==> src/rtl/hazard_pkg.sv <==
// Shared types and constants for the pipeline hazard controller and its mult/div timer.
package hazard_pkg;

  localparam int MD_CNT_W = 8;

  typedef enum logic {
    ST_IDLE = 1'b0,
    ST_BUSY = 1'b1
  } md_state_t;

  typedef enum logic [1:0] {
    PRI_BRANCH = 2'd0,
    PRI_STALL  = 2'd1,
    PRI_JUMP   = 2'd2,
    PRI_NONE   = 2'd3
  } pri_t;

endpackage

==> src/rtl/md_busy_timer.sv <==
// Down-counter timing the mult/div busy window: loaded on issue, decremented while busy.
module md_busy_timer
  import hazard_pkg::*;
#(
  parameter int LOAD_VAL = 31
) (
  input  logic clk,
  input  logic reset,
  input  logic load,
  input  logic dec,
  output logic expire
);

  logic [MD_CNT_W-1:0] cnt;

  always_ff @(posedge clk or posedge reset) begin
    if (reset)
      cnt <= '0;
    else if (load)
      cnt <= MD_CNT_W'(LOAD_VAL);
    else if (dec && (cnt != '0))
      cnt <= cnt - 1'b1;
  end

  assign expire = (cnt == '0);

endmodule

==> src/rtl/hazard_ctrl.sv <==
// Pipeline sequencing controller: load-use interlock, branch/jump flushes and the
// mult/div busy window, with a saturating count of stalled cycles.
module hazard_ctrl
  import hazard_pkg::*;
#(
  parameter int MD_LATENCY = 32,
  parameter int CNT_W      = 16
) (
  input  logic             clk,
  input  logic             reset,
  input  logic [4:0]       id_rs,
  input  logic [4:0]       id_rt,
  input  logic             id_uses_rs,
  input  logic             id_uses_rt,
  input  logic             id_jump,
  input  logic             id_md_start,
  input  logic             id_md_use,
  input  logic [4:0]       ex_rt,
  input  logic             ex_mem_read,
  input  logic             ex_branch_taken,
  output logic             pc_write,
  output logic             if_id_write,
  output logic             if_id_flush,
  output logic             id_ex_flush,
  output logic             md_busy,
  output logic [CNT_W-1:0] stall_cnt
);

  md_state_t state_q, state_d;
  pri_t      pri;
  logic      load_use, md_stall, issue, md_expire;

  assign load_use = ex_mem_read && (ex_rt != 5'd0) &&
                    ((id_uses_rs && (id_rs == ex_rt)) || (id_uses_rt && (id_rt == ex_rt)));
  assign md_stall = (state_q == ST_BUSY) && id_md_use;
  assign issue    = id_md_start && !ex_branch_taken && !load_use && !md_stall;

  md_busy_timer #(
    .LOAD_VAL(MD_LATENCY - 1)
  ) u_timer (
    .clk    (clk),
    .reset  (reset),
    .load   ((state_q == ST_IDLE) && issue),
    .dec    (state_q == ST_BUSY),
    .expire (md_expire)
  );

  always_ff @(posedge clk or posedge reset) begin
    if (reset)
      state_q <= ST_IDLE;
    else
      state_q <= state_d;
  end

  always_comb begin
    state_d = state_q;
    case (state_q)
      ST_IDLE: if (issue)     state_d = ST_BUSY;
      ST_BUSY: if (md_expire) state_d = ST_IDLE;
      default:                state_d = ST_IDLE;
    endcase
  end

  always_comb begin
    if (ex_branch_taken)            pri = PRI_BRANCH;
    else if (load_use || md_stall)  pri = PRI_STALL;
    else if (id_jump)               pri = PRI_JUMP;
    else                            pri = PRI_NONE;
  end

  // Reset forces a free-running, unflushed pipeline regardless of the hazard inputs.
  always_comb begin
    pc_write    = 1'b1;
    if_id_write = 1'b1;
    if_id_flush = 1'b0;
    id_ex_flush = 1'b0;
    md_busy     = !reset && (state_q == ST_BUSY);
    if (!reset) begin
      case (pri)
        PRI_BRANCH: begin
          if_id_flush = 1'b1;
          id_ex_flush = 1'b1;
        end
        PRI_STALL: begin
          pc_write    = 1'b0;
          if_id_write = 1'b0;
          id_ex_flush = 1'b1;
        end
        PRI_JUMP:  if_id_flush = 1'b1;
        default: ;
      endcase
    end
  end

  always_ff @(posedge clk or posedge reset) begin
    if (reset)
      stall_cnt <= '0;
    else if (!pc_write && (stall_cnt != {CNT_W{1'b1}}))
      stall_cnt <= stall_cnt + 1'b1;
  end

endmodule

==> config.mk <==
export PLATFORM = sky130hd
export DESIGN_NAME = hazard_ctrl
export DESIGN_NICKNAME = d
export VERILOG_FILES = /design/src/rtl/hazard_pkg.sv /design/src/rtl/md_busy_timer.sv /design/src/rtl/hazard_ctrl.sv
export SDC_FILE = /design/constraint.sdc
export NUM_CORES = 1
export LEC_CHECK = 0
export ABC_AREA = 1
export CORE_ASPECT_RATIO = 2
export CORE_MARGIN = 2
export CORE_UTILIZATION = 40
export CTS_CLUSTER_SIZE = 16
export DETAILED_ROUTE_END_ITERATION = 16
export PLACE_DENSITY = 0.66
export SETUP_SLACK_MARGIN = 0.02
export SYNTH_ARGS = -nofsm -noshare
export SYNTH_HDL_FRONTEND = slang
export SYNTH_SLANG_ARGS = --single-unit
==> constraint.sdc <==
create_clock -name clk -period 3.4 [get_ports clk]
set_input_delay 0.68 -clock clk [delete_from_list [all_inputs] [get_ports clk]]
set_output_delay 0.68 -clock clk [all_outputs]
set_load 0.1 [all_outputs]
==> results_tabular.tex, run 1 <==
\begin{tabular}{lr}
\hline
Metric & Value \\
\hline
\multicolumn{2}{l}{\textbf{CTS}} \\
Clock tree from TritonCTS & built \\
Resize count post-CTS & 0 \\
Number of buffers added by the clock tree synthesis step & 3 \\
Source-to-sink clock delay at the later pin of the worst-skew pair & $\sim$0.28 ns \\
Number of hold buffers added after CTS & 0 \\
Post-CTS setup buffer count & 0 \\
Cell at the root of the clock tree & sky130\_fd\_sc\_hd\_\_clkbuf\_8 \\
Clock Path Buffers & 2 \\
Clk sink count & 25 \\
Clock transition at the registers of the reported paths & roughly 0.090 ns \\
CTS H-tree lvls & 1 \\
\multicolumn{2}{l}{\textbf{GRT}} \\
Pin count of the biggest net entering global routing & 28 \\
Global-route met2 utilization & between 30\% and 40\% \\
Number of antenna violations at the first check in global routing & 0 \\
Number of global-route vias before repair & about 1800 \\
First-pass GRT wire length & roughly 8000 µm \\
Met1 demand-to-capacity share in global routing & between 20\% and 30\% \\
Met3 Use GR & between 2 and 2.5\% \\
Total track usage & between 10\% and 20\% \\
Busiest layer in global routing & met2 \\
Sum of overflow across all layers after global routing & 0 \\
\multicolumn{2}{l}{\textbf{Setup path}} \\
CP max FO & 4 \\
Sort of element at the end of the critical path & output pin \\
Startpoint types & primary input \\
Arr. time, crit path & between 2 and 2.5 ns \\
Required arrival time at the worst endpoint & 2.72 ns \\
Crit Path Category & primary input to output pin \\
\multicolumn{2}{l}{\textbf{Final layout}} \\
Top library cells by usage in the layout, fill and taps aside & sky130\_fd\_sc\_hd\_\_nand2\_1 (85), sky130\_fd\_sc\_hd\_\_inv\_1 (35), sky130\_fd\_sc\_hd\_\_dfrtp\_1 (25) \\
Share of the core filled with cells & 54.1\% \\
Fill cell instance count of the final layout & approximately 450 \\
Fraction of layout instances using a drive strength above 1 & between 10\% and 20\% \\
Most frequent standard cell in the layout excluding fill and tap cells & sky130\_fd\_sc\_hd\_\_nand2\_1 \\
Final non-filler cell total & $\sim$360 \\
Area added between synthesis and finish & 29.7\% \\
Layout net count & 333 \\
Antenna fix cells & 0 \\
\multicolumn{2}{l}{\textbf{Place}} \\
Worst slack after detailed placement & between 0.3 and 0.4 ns \\
Cell total after placement & around 360 \\
Gpl congestion & approximately 0.85 \\
HPWL reported at the end of detailed placement & $\sim$3600 µm \\
Number of buffer cells added on primary ports & 44 \\
\multicolumn{2}{l}{\textbf{Floorplanning}} \\
Area of the core & between 0.004 and 0.005 mm² \\
Number of rows created at floorplan & 34 \\
Starting utilization of the core area & between 40\% and 50\% \\
DIE WIDTH & between 50 and 60 µm \\
Die area & 0.00511 mm² \\
Die Y-Extent & roughly 99 µm \\
Number of top-level pins & 45 \\
\multicolumn{2}{l}{\textbf{STA}} \\
Time the worst path needs with I/O delays and setup & roughly 3 ns \\
Worst Setup Slack, final & slightly above 0.4 ns \\
Max-slew violations & 0 \\
Final Hold Slack & roughly 0.51 ns \\
Worst-margin pin slew & between 0.3 and 0.4 ns \\
Maximum frequency from static timing analysis & between 0.3 and 0.4 GHz \\
Unrepaired setup endpoints after global routing & no \\
Worst rel slew slack & between 70\% and 80\% \\
Final hold vios & 0 \\
Skew final & slightly below 0.002 ns \\
Setup Total Neg Slack & 0 ns \\
Period utilization & 87.8\% \\
Number of failing setup endpoints in the final timing report & 0 \\
\multicolumn{2}{l}{\textbf{Power and ir drop}} \\
Highest ir drop seen on vdd & about 0.64 mV \\
Leakage & 1.26 nW \\
PD cells & $\sim$530 mW/mm² \\
\multicolumn{2}{l}{\textbf{Yosys}} \\
Synthesized net count & around 290 \\
Sequential area share after synthesis & about a third \\
Summed instance area of the synthesized netlist & roughly 0.0018 mm² \\
Synthesized area divided by synthesized cell count & 6.96 µm² \\
Post-synthesis mux area share & 0\% \\
Adder and majority gate portion of the synthesized area & 2.07\% \\
Simple-gate area share of the yosys netlist & 41.3\% \\
Warning count from the yosys run & 0 \\
Syn Inst Count & 260 \\
Number of different library cells in the post-synthesis netlist & 27 \\
Combinational family with the most area after synthesis & simple AND/OR/NAND/NOR gates \\
Post-synthesis xor/xnor area fraction & under 10\% \\
Fraction of the mapped netlist area in compound gates & 2.14\% \\
Number of flip-flops and latches in the synthesized netlist & 25 \\
\multicolumn{2}{l}{\textbf{Route}} \\
Wire length per cell after detailed routing & 12.6 µm \\
Initial detailed-routing violation count & 24 \\
Number of design rule violations left after detail routing & 0 \\
Detail Route Antenna Nets & 0 \\
Aggregate routed wire length & between 4000 and 5000 µm \\
Detailed-router iteration count before antenna repair & 4 \\
Routed vias/inst & 4.89 \\
DR vias & between 1500 and 2000 \\
\multicolumn{2}{l}{\textbf{Run status}} \\
Status & completed \\
\multicolumn{2}{l}{\textbf{Run}} \\
Number of max-cap violations & 0 \\
\multicolumn{2}{l}{\textbf{Hold path}} \\
Kind of path behind the tightest hold check & flip-flop to flip-flop \\
\hline
\end{tabular}
[synth_stat cells]
master,instances,area (µm²)
sky130_fd_sc_hd__dfrtp_1,25,626
sky130_fd_sc_hd__nor2_4,1,11.3
sky130_fd_sc_hd__xnor2_1,4,35.0
sky130_fd_sc_hd__buf_4,1,7.51
sky130_fd_sc_hd__nand3_2,1,10.0
sky130_fd_sc_hd__ha_1,3,37.5
sky130_fd_sc_hd__or2_2,1,6.26
sky130_fd_sc_hd__buf_2,1,5.00
sky130_fd_sc_hd__nor2_1,22,82.6
sky130_fd_sc_hd__inv_2,5,18.8
sky130_fd_sc_hd__nand4_4,1,21.3
sky130_fd_sc_hd__nand4_1,23,144
sky130_fd_sc_hd__nand3_1,15,75.1
sky130_fd_sc_hd__o21a_1,1,7.51
sky130_fd_sc_hd__nor3_1,5,25.0
sky130_fd_sc_hd__o21ai_0,3,15.0
sky130_fd_sc_hd__clkbuf_1,3,11.3
sky130_fd_sc_hd__nor4_1,1,6.26
sky130_fd_sc_hd__a21oi_4,1,16.3
sky130_fd_sc_hd__xor2_1,14,123
sky130_fd_sc_hd__nor3_2,1,10.0
sky130_fd_sc_hd__buf_6,2,22.5
sky130_fd_sc_hd__clkinv_1,2,7.51
sky130_fd_sc_hd__inv_1,35,131
sky130_fd_sc_hd__nand2_1,85,319
sky130_fd_sc_hd__nand2_2,3,18.8
sky130_fd_sc_hd__nand3_4,1,17.5
[worst max-delay path, stage by stage]
cell and delay (ns):
sky130_fd_sc_hd__clkdlybuf4s50_1 0.51, sky130_fd_sc_hd__inv_1 0.07, sky130_fd_sc_hd__nand2_1 0.05, sky130_fd_sc_hd__nand2_1 0.06
sky130_fd_sc_hd__nor2_1 0.10, sky130_fd_sc_hd__nand3_1 0.07, sky130_fd_sc_hd__nand2_1 0.08, sky130_fd_sc_hd__nand2_2 0.07
sky130_fd_sc_hd__a21oi_4 0.17, sky130_fd_sc_hd__nand2_1 0.20, sky130_fd_sc_hd__buf_12 0.23
[power by group]
group / total (mW) / internal (mW) / switching [mW]
combinational: 0.629 / 0.192 / 0.437
clock: 0.189 / 0.0834 / 0.106
sequential: 0.429 / 0.366 / 0.0632
total: 1.25 / 0.641 / 0.606
[cells by family after synthesis]
group / after synthesis
compound gates: 5
flops: 25
buf+inv: 49
simple gates: 160
fa+ha+maj: 3
xor+xnor: 18
[worst paths after layout]
| check | from | endpoint | slack, ns | cells past startpoint |
|---|---|---|---|---|
| max | ex_rt[4] | if_id_write | 0.41 | 11 |
| min | u_timer.cnt[1] | u_timer.cnt[1] | 0.51 | 2 |
| max reg2reg | stall_cnt[0] | stall_cnt[12] | 1.55 | 9 |
| min reg2reg | u_timer.cnt[1] | u_timer.cnt[1] | 0.51 | 2 |
| max in group asynchronous | reset | u_timer.cnt[6] | 2.05 | 3 |
| min in group asynchronous | reset | stall_cnt[6] | 0.71 | 2 |
[flip-flops by register name (all words and copies together) (netlist names)]
signal and count:
stall_cnt 16, u_timer.cnt 8, state_q 1
[final cells by class]
| cell class | instances | area [µm²] | share of cell area [%] |
|---|---|---|---|
| Clock buffer | 3 | 41.3 | 1.76 |
| Tap cell | 54 | 67.6 | 2.88 |
| Timing Repair Buffer | 48 | 468 | 19.9 |
| Multi-Input combinational cell | 186 | 981 | 41.8 |
| Clock inverter | 1 | 7.51 | 0.320 |
| Sequential cell | 25 | 626 | 26.6 |
| Inverter | 42 | 158 | 6.71 |
[layer usage]
metal	wire, µm	vias up
li1	-	911
met1	1640	801
met2	2620	35
met3	163	7
met4	87	0
met5	0	-
[per-stage QoR]
stage | cell area (µm²) | total power, mW
after floorplan | 1810 | 0.906
after global placement | 2300 | 1.06
after detailed placement | 2300 | 1.07
after CTS | 2350 | 1.26
final | 2350 | 1.25
after global routing | 2350 | 1.32
(Power assumes the default switching activity.)
==> run 2, diff against run 1 <==
--- a/config.mk
+++ b/config.mk
@@ -9,6 +9,7 @@
 export CORE_ASPECT_RATIO = 2
 export CORE_MARGIN = 2
 export CORE_UTILIZATION = 40
+export CTS_CLUSTER_DIAMETER = 120
 export CTS_CLUSTER_SIZE = 16
 export DETAILED_ROUTE_END_ITERATION = 16
 export PLACE_DENSITY = 0.66
==> results of run 2 <==
Final layout, timing and power as in run 1 (identical DEF).
==> run 3, diff against run 2 <==
--- a/config.mk
+++ b/config.mk
@@ -6,6 +6,7 @@
 export NUM_CORES = 1
 export LEC_CHECK = 0
 export ABC_AREA = 1
+export CAP_MARGIN = 10
 export CORE_ASPECT_RATIO = 2
 export CORE_MARGIN = 2
 export CORE_UTILIZATION = 40
==> results of run 3 <==
Final layout, timing and power as in run 1 (identical DEF).
